===== src/rtl/cam_lvds_align.sv =====
// Per-camera word-alignment trainer: slips each deserializer lane until it shows the training pattern.
// Define CAM_LVDS_ALIGN_SLIP_STATS_EN to report per-lane slip counts on slip_count (otherwise tied to 0).
module cam_lvds_align #(
    parameter int               LANES         = 5,
    parameter int               DESER         = 8,
    parameter logic [DESER-1:0] TRAIN_PATTERN = 8'hE9,
    parameter int               MATCH_COUNT   = 16,
    parameter int               SETTLE_CYCLES = 4,
    parameter int               MAX_SLIPS     = 16
) (
    input  logic                   c,
    input  logic                   rst_n,
    input  logic                   rx_locked,
    input  logic                   restart,
    input  logic [LANES*DESER-1:0] rxd,
    output logic [LANES-1:0]       bitslip,
    output logic [LANES*DESER-1:0] rxd_out,
    output logic [LANES-1:0]       lane_aligned,
    output logic [LANES-1:0]       lane_fail,
    output logic                   aligned,
    output logic [LANES*4-1:0]     slip_count
);

    localparam int MW = $clog2(MATCH_COUNT + 1);
    localparam int SW = $clog2(SETTLE_CYCLES + 1);
    localparam int KW = $clog2(MAX_SLIPS + 1);

    typedef enum logic [2:0] {
        ST_WAIT_LOCK,
        ST_CHECK,
        ST_SLIP,
        ST_SETTLE,
        ST_LOCKED,
        ST_FAIL
    } lane_state_e;

    // NOTE: registers use non-blocking assignments so every flop samples pre-edge values.
    always_ff @(posedge c or negedge rst_n) begin
        if (!rst_n) begin
            rxd_out <= '0;
            aligned <= 1'b0;
        end else begin
            rxd_out <= rxd;
            aligned <= &lane_aligned;
        end
    end

    for (genvar n = 0; n < LANES; n++) begin : g_lane
        lane_state_e      state_q, state_d;
        logic [MW-1:0]    match_q, match_d;
        logic [SW-1:0]    settle_q, settle_d;
        logic [KW-1:0]    slip_q, slip_d;
        logic             bitslip_q, aligned_q, fail_q;
        logic [DESER-1:0] word;
        logic             hit;

        assign word = rxd[n*DESER +: DESER];
        assign hit  = (word == TRAIN_PATTERN);

        // NOTE: every always_comb output gets a default first so no path can infer a latch.
        always_comb begin
            state_d  = state_q;
            match_d  = match_q;
            settle_d = settle_q;
            slip_d   = slip_q;
            if (restart || !rx_locked) begin
                // Restart/lock loss outranks every other transition, including a pending lock.
                state_d  = ST_WAIT_LOCK;
                match_d  = '0;
                settle_d = '0;
                slip_d   = '0;
            end else begin
                unique case (state_q)
                    ST_WAIT_LOCK: state_d = ST_CHECK;
                    ST_CHECK: begin
                        if (hit) begin
                            if (match_q >= MW'(MATCH_COUNT - 1)) begin
                                match_d = MW'(MATCH_COUNT);
                                state_d = ST_LOCKED;
                            end else begin
                                match_d = match_q + 1'b1;
                            end
                        end else begin
                            match_d = '0;
                            state_d = (slip_q >= KW'(MAX_SLIPS)) ? ST_FAIL : ST_SLIP;
                        end
                    end
                    ST_SLIP: begin
                        if (slip_q < KW'(MAX_SLIPS)) begin
                            slip_d = slip_q + 1'b1;
                        end
                        settle_d = '0;
                        state_d  = ST_SETTLE;
                    end
                    ST_SETTLE: begin
                        if (settle_q >= SW'(SETTLE_CYCLES - 1)) begin
                            settle_d = SW'(SETTLE_CYCLES);
                            state_d  = ST_CHECK;
                        end else begin
                            settle_d = settle_q + 1'b1;
                        end
                    end
                    ST_LOCKED: state_d = ST_LOCKED;
                    ST_FAIL:   state_d = ST_FAIL;
                    default:   state_d = ST_WAIT_LOCK;
                endcase
            end
        end

        // Flags are registered from the next state so they line up exactly with the state register.
        always_ff @(posedge c or negedge rst_n) begin
            if (!rst_n) begin
                state_q   <= ST_WAIT_LOCK;
                match_q   <= '0;
                settle_q  <= '0;
                slip_q    <= '0;
                bitslip_q <= 1'b0;
                aligned_q <= 1'b0;
                fail_q    <= 1'b0;
            end else begin
                state_q   <= state_d;
                match_q   <= match_d;
                settle_q  <= settle_d;
                slip_q    <= slip_d;
                bitslip_q <= (state_d == ST_SLIP);
                aligned_q <= (state_d == ST_LOCKED);
                fail_q    <= (state_d == ST_FAIL);
            end
        end

        assign bitslip[n]      = bitslip_q;
        assign lane_aligned[n] = aligned_q;
        assign lane_fail[n]    = fail_q;

`ifdef CAM_LVDS_ALIGN_SLIP_STATS_EN
        assign slip_count[n*4 +: 4] = (int'(slip_q) > 15) ? 4'hF : 4'(slip_q);
`else
        assign slip_count[n*4 +: 4] = 4'h0;
`endif
    end

endmodule


===== config.mk =====
export PLATFORM = sky130hd
export DESIGN_NAME = cam_lvds_align
export DESIGN_NICKNAME = d
export VERILOG_FILES = /design/src/rtl/cam_lvds_align.sv
export SDC_FILE = /design/constraint.sdc
export NUM_CORES = 1
export LEC_CHECK = 0
export ABC_AREA = 1
export CAP_MARGIN = 10
export CORE_ASPECT_RATIO = 0.6
export CORE_UTILIZATION = 45
export DETAILED_ROUTE_END_ITERATION = 10
export HOLD_SLACK_MARGIN = 0.06
export PLACE_DENSITY = 0.7
export SLEW_MARGIN = 15
export SYNTH_ARGS = -nofsm -noshare
export SYNTH_HDL_FRONTEND = slang
export SYNTH_SLANG_ARGS = --single-unit
export TNS_END_PERCENT = 50

===== constraint.sdc =====
create_clock -name c -period 5.3 [get_ports c]
set_input_delay 1.325 -clock c [delete_from_list [all_inputs] [get_ports c]]
set_output_delay 1.325 -clock c [all_outputs]
set_load 0.05 [all_outputs]

# ---- After elaboration in Yosys (flattened, before gate mapping)
# Cells that the tools add are included.
# W data, S select, Z words.
dict set report op_classes {
  n_lt_le_gt_ge 20
  add_sub_neg 15
  eq_ne 45
  n_mux 80
  reduce_logical 33
}
# op count
set op_table {}
lappend op_table {{$mux W5} 35}
lappend op_table {{$mux W3} 35}
lappend op_table {{$pmux W3 S6} 5}
lappend op_table {{$eq A3 B3 Y1 const B} 20}
lappend op_table {{$add A5 B1 Y5 const B} 10}
lappend op_table {{$eq A3 B2 Y1 const B} 15}
lappend op_table {{$eq A8 B8 Y1 const B} 5}
lappend op_table {{$pmux W3 S2} 5}
lappend op_table {{$reduce_bool A2 Y1} 15}
lappend op_table {{$ge A5 B4 Y1 const B} 5}
lappend op_table {{$ge A5 B5 Y1 const B} 5}
lappend op_table {{$lt A5 B5 Y1 const B} 5}
lappend op_table {{$add A3 B1 Y3 const B} 5}
lappend op_table {{$eq A3 B1 Y1 const B} 5}
lappend op_table {{$ge A3 B2 Y1 const B} 5}
lappend op_table {{$logic_not A3 Y1} 5}
lappend op_table {{$reduce_bool A3 Y1} 5}
lappend op_table {{$reduce_and A2 Y1} 5}
lappend op_table {{$reduce_and A5 Y1} 1}
lappend op_table {{$logic_not A1 Y1} 1}
lappend op_table {{$logic_or A1 B1 Y1} 1}
dict set report word_totals {
  out_inout_bits 76
  inputBits 44
  register_bits 136
}

# ---- Logic depth before layout (Yosys ltp)
dict set report depth {
  depth_word 6
  ltp_mapped 13
  depth_no_buf 13
}

# ---- Worst setup path before layout
# No wires, ideal clock.
dict set report synth_path {
  kind {input port to flip-flop}
  start {in rx_locked}
  end {reg g_lane[0].match_q[0]}
  stages 7
  required_ns 5.227
  arrival_time_ns 2.077
  slack_ns 3.150
  setup_time_ns 0.073
  cell_sequence {inv_1 > nor2_4 > inv_2 > buf_6 > nor3_4 > a21oi_1 > a21oi_2}
}
dict set report synth_between {
  elab_chain_cells 3
  word_cells_on_any_way 4
}
# element line
set synth_lines {}
lappend synth_lines {{from (decl)} 13} ;# input logic rx_locked,
lappend synth_lines {{$logic_not A1 Y1 *} 66} ;# if (restart || !rx_locked) begin
lappend synth_lines {{$logic_or A1 B1 Y1 *} 66}
lappend synth_lines {{$mux W5 / $reduce_bool A2 Y1 (equally long branches)} --}
lappend synth_lines {{to (signal assigned)} 122} ;# match_q <= match_d;
lappend synth_lines {{to (decl)} 50} ;# logic [MW-1:0] match_q, match_d;
# Every way passes the cells marked *; elsewhere a longest branch is shown, timed or not.
# A chain may end at the register's enable or synchronous reset.

# ---- Worst setup path after layout
dict set report layout_path {
  start {reg g_lane[4].aligned_q}
  end {out lane_aligned[4]}
}
# element line
set layout_lines {}
lappend layout_lines {{from (decl)} 53} ;# logic bitslip_q, aligned_q, fail_q;
lappend layout_lines {{from (signal assigned)} 126} ;# aligned_q <= (state_d == ST_LOCKED);
lappend layout_lines {{to (decl)} 18} ;# output logic [LANES-1:0] lane_aligned,
# No word-level cell between the ends.

==> impl_summary.md <==
Outcome
The flow ran to the end, and the final reports show no timing, DRC or antenna violations.

GRT
The number of global-route vias before repair was 4,639. The first global-routing pass estimated between 20,000 and 25,000 um of wire. The largest net degree at the start of global routing is 111. Across every metal layer, demand over resource in global routing totals 18.5%. Global routing finished with a remaining overflow of 0. The number of antenna violations at the first check in global routing was 0.

STA
Setup repair after global routing left no endpoint under its margin. The maximum clock frequency is between 300 and 400 MHz. The minimum clock period is 2.99 ns. The number of hold violations in the final report is 0. The final clock period utilization by the worst path is 56.4%. The count of final max-slew check failures is 0. The final-report setup violation count is 0. The actual transition at the worst max-transition pin is 0.979 ns. Hold timing on the final database bottoms out at a slack of 0.490 ns. Measured against its own limit, the worst slew margin works out to 34.7%. Adding up every negative setup slack in the final design gives 0 ns.

Between clock sinks in the finished design, the worst skew comes to 0.00532 ns.

Clock tree
The clock net in this run drives a total of 136 sinks. The number of cells upsized or downsized after cts is 0. The number of CTS-inserted buffers is 17. The CTS tree is yes. The cell sitting at the root of the clock tree is a sky130_fd_sc_hd__clkbuf_16.

The clock insertion delay at the later pin of the skew report is 0.41 ns. The maximum buffer depth of the clock tree is 2. The number of levels in the clock H-tree is 4. The quantity of hold-fixing buffers added after cts is 0. The number of setup buffers added after CTS is 0.

Clock-pin slew was measured on the worst setup and hold paths at 0.06 ns.

Yosys
The number of distinct library cells after synthesis is 38. The synthesized netlist occupies a cell area of 6460 um^2. The basic-gate share of the synthesized area counting and, or, nand and nor cells is 22.6%. Summed over all instances, the cell type with the most area after synthesis is sky130_fd_sc_hd__dfrtp_1. The most used flip-flop cell after synthesis is sky130_fd_sc_hd__dfrtp_1. The commonest cells after synthesis are 156 x sky130_fd_sc_hd__nand2_1, 136 x sky130_fd_sc_hd__dfrtp_1, 98 x sky130_fd_sc_hd__inv_1. The fraction of the mapped netlist area in compound gates is 7.49%. Each instance of the synthesized netlist takes up on average roughly 9 um^2. The share of synthesized flip-flops with an asynchronous set or reset is 100%. The most repeated cell in the gate-level netlist after synthesis is sky130_fd_sc_hd__nand2_1. Ranked by total cell area, the synthesized netlist is headed by sky130_fd_sc_hd__dfrtp_1 53%, sky130_fd_sc_hd__nand2_1 9.1%, sky130_fd_sc_hd__ha_1 5.8%. In this run, synthesis produced a sequential element count of 136. Summing the areas of all xor and xnor instances in the mapped netlist gives 0.678% of the synthesized area. The fraction of post-synthesis cell area in the top cell type by area is 52.7%.

The post-synthesis instance total is 736. By area, the combinational part of the netlist is dominated by simple AND/OR/NAND/NOR gates. Sequential elements use between 50 and 60% of the synthesized area. Yosys printed 0 warnings. The number of flops mapped to enable cells by yosys is 0.

The post-synthesis mux area share is 0%. The fraction of the mapped netlist area in adder cells is 5.81%.

Routing
The count of nets left with antenna violations once routing finished came out at 0. The average wire per standard cell is 11.8 um. The routed via count is a little under 5,000. The overall routed net length is 12,200 um. The via-per-instance ratio is approximately 4.7. The number of DRC violations after detailed routing is 0. The number of detailed-route iterations in the first pass is 5. The DRC violation total after the first TritonRoute iteration is 320.

Placement
The total half-perimeter wirelength after legalization and detailed placement is 8530 um. The weighted congestion at the end of routability-driven global placement is 0.801. The number of buffers inserted by port buffering is slightly below 100.

Pwr
In this run the static leakage power is 3.87 nW. The power per cell area is 308 nW/um^2. The sum of internal, switching and leakage power is 0.00248 W. VDD sags by at most 0.000237 V.

Floorplanning
The number of ports placed on the die boundary is 120. The die span in y is 94.8 um. The die covers 14,900 um^2. The starting density of the core is 46.7%. After floorplanning, the core was divided into 33 placement rows. The horizontal extent of the die is 157 um.

The area of the core region is 13,800 um^2.

Finish
The number of antenna diodes in the final layout is 0. At the end of the flow, the number of nets in the layout was 906. The total of fill cells in the finished design is 1,169. The area used by sequential logic in the layout is 3400 um^2. The multi-input combinational cells in the finished layout cover a total of 2440 um^2. Relative to the synthesized area, the layout overhead comes to 24.7%.

The share of final-layout standard cells stronger than drive strength 1 is 6.39%.

Worst hold path
The path class of the tightest hold or removal check is reg -> reg.

Worst setup path
The class of the most critical setup path is reg -> out. The family with the most delay on the worst path is buffers and inverters. The slowest cell on the critical path is sky130_fd_sc_hd__clkdlybuf4s50_1. The critical path goes through clkdlybuf4s50_1. The type of destination of the critical path is a primary output. The worst setup path is launched from a flip-flop.

At the worst endpoint, the required time is just under 4 ns. In this run the worst path has a maximum fanout of 2. The number of buffers and inverters on the critical path is 1. On the worst path, the slowest cell contributes a delay of ~0.83 ns.

The arrival time reported for the critical path endpoint is 1.66 ns.

Run
The max-cap check violation count is 0.
[logic make-up (layout without fill, tap and decap cells)]
group | count (synthesis) | in the layout
flip-flops | 136 | 136
buffers and inverters | 144 | 234
XOR/XNOR | 5 | 5
AO/OA/AOI/OAI | 85 | 85
AND/OR/NAND/NOR | 335 | 335
adder cells (fa/ha/maj) | 30 | 30
other | 1 | 20
[per-stage QoR]
| step | cell area (um^2) | std cells | worst slack (ns) | util, % |
|---|---|---|---|---|
| floorplan | 6540 | 755 | 3.15 | - |
| global placement | 7470 | 1005 | 2.17 | 54.0 |
| detailed placement | 7470 | 1005 | 2.10 | 54.0 |
| CTS | 8060 | 1037 | 2.29 | 58.3 |
| global route | 8060 | 1037 | 2.27 | 58.3 |
| finish | 8060 | 1037 | 2.31 | 58.3 |
[placed cells by master, fill, tap and decap left out, types with 2 or more instances in the layout]
cell type and count:
sky130_fd_sc_hd__a32o_1 3, sky130_fd_sc_hd__o21ai_0 34, sky130_fd_sc_hd__nor2_2 6, sky130_fd_sc_hd__a21oi_2 3, sky130_fd_sc_hd__a211oi_1 2, sky130_fd_sc_hd__nor2_1 86, sky130_fd_sc_hd__nand3_1 54, sky130_fd_sc_hd__nand2_1 156
sky130_fd_sc_hd__inv_6 2, sky130_fd_sc_hd__nor3b_1 3, sky130_fd_sc_hd__nor3_2 2, sky130_fd_sc_hd__xor2_1 4, sky130_fd_sc_hd__nand4_1 12, sky130_fd_sc_hd__or2_1 4, sky130_fd_sc_hd__clkdlybuf4s50_1 98, sky130_fd_sc_hd__nor2_4 2
sky130_fd_sc_hd__inv_1 98, sky130_fd_sc_hd__nor3_1 3, sky130_fd_sc_hd__buf_4 2, sky130_fd_sc_hd__clkinv_4 2, sky130_fd_sc_hd__o31ai_1 4, sky130_fd_sc_hd__a31oi_1 4, sky130_fd_sc_hd__inv_2 3, sky130_fd_sc_hd__clkinvlp_4 7
sky130_fd_sc_hd__conb_1 20, sky130_fd_sc_hd__bufinv_16 2, sky130_fd_sc_hd__clkbuf_16 17, sky130_fd_sc_hd__a21oi_1 27, sky130_fd_sc_hd__o21ai_1 4, sky130_fd_sc_hd__nor2b_1 2, sky130_fd_sc_hd__dfrtp_1 136, sky130_fd_sc_hd__ha_1 30
[per-layer routing]
layer	wire (um)	GRT usage, %	up-vias
li1	-	-	2495
met1	6490	27.2	2230
met2	4910	26.0	115
met3	696	5.23	14
met4	136	5.64	0
met5	0	0	-
[power by group]
part | switching (W) | leakage, nW | internal (W)
registers | 0.00000991 | 1.80 | 0.00106
logic | 0.000173 | 1.80 | 0.0000733
clock network | 0.000457 | 0.264 | 0.000708
[path summary, 6_finish.rpt]
path | start | to | slack (ns) | cells after the start
max in group asynchronous | rst_n | g_lane[2].aligned_q$_DFF_PN0_ | 3.37 | 2
worst max-delay path | g_lane[4].aligned_q$_DFF_PN0_ | lane_aligned[4] | 2.31 | 1
worst min register to register | g_lane[0].settle_q[2]$_DFFE_PN0P_ | g_lane[0].settle_q[0]$_DFFE_PN0P_ | 0.49 | 1
worst min-delay path | g_lane[0].settle_q[2]$_DFFE_PN0P_ | g_lane[0].settle_q[0]$_DFFE_PN0P_ | 0.49 | 1
min in group asynchronous | rst_n | rxd_out[33]$_DFF_PN0_ | 1.02 | 1
worst max register to register | g_lane[1].match_q[0]$_DFFE_PN0P_ | g_lane[1].bitslip_q$_DFF_PN0_ | 3.36 | 12
[flip-flops by register name (all words and copies together), names as in the netlist]
register,cells
g_lane.match_q,25
g_lane.bitslip_q,5
g_lane.aligned_q,5
g_lane.fail_q,5
g_lane.settle_q,15
rxd_out,40
g_lane.state_q,15
g_lane.slip_q,25
aligned,1
[layout make-up]
class,count,share of cell area (%)
Timing Repair Buffer,101,12.5
Clock buffer,19,5.50
Tap cell,192,2.98
Multi-Input combinational cell,475,30.3
Inverter,101,4.70
Clock inverter,13,1.83
Sequential cell,136,42.2
No activity file was read; power rests on OpenSTA's default activity.
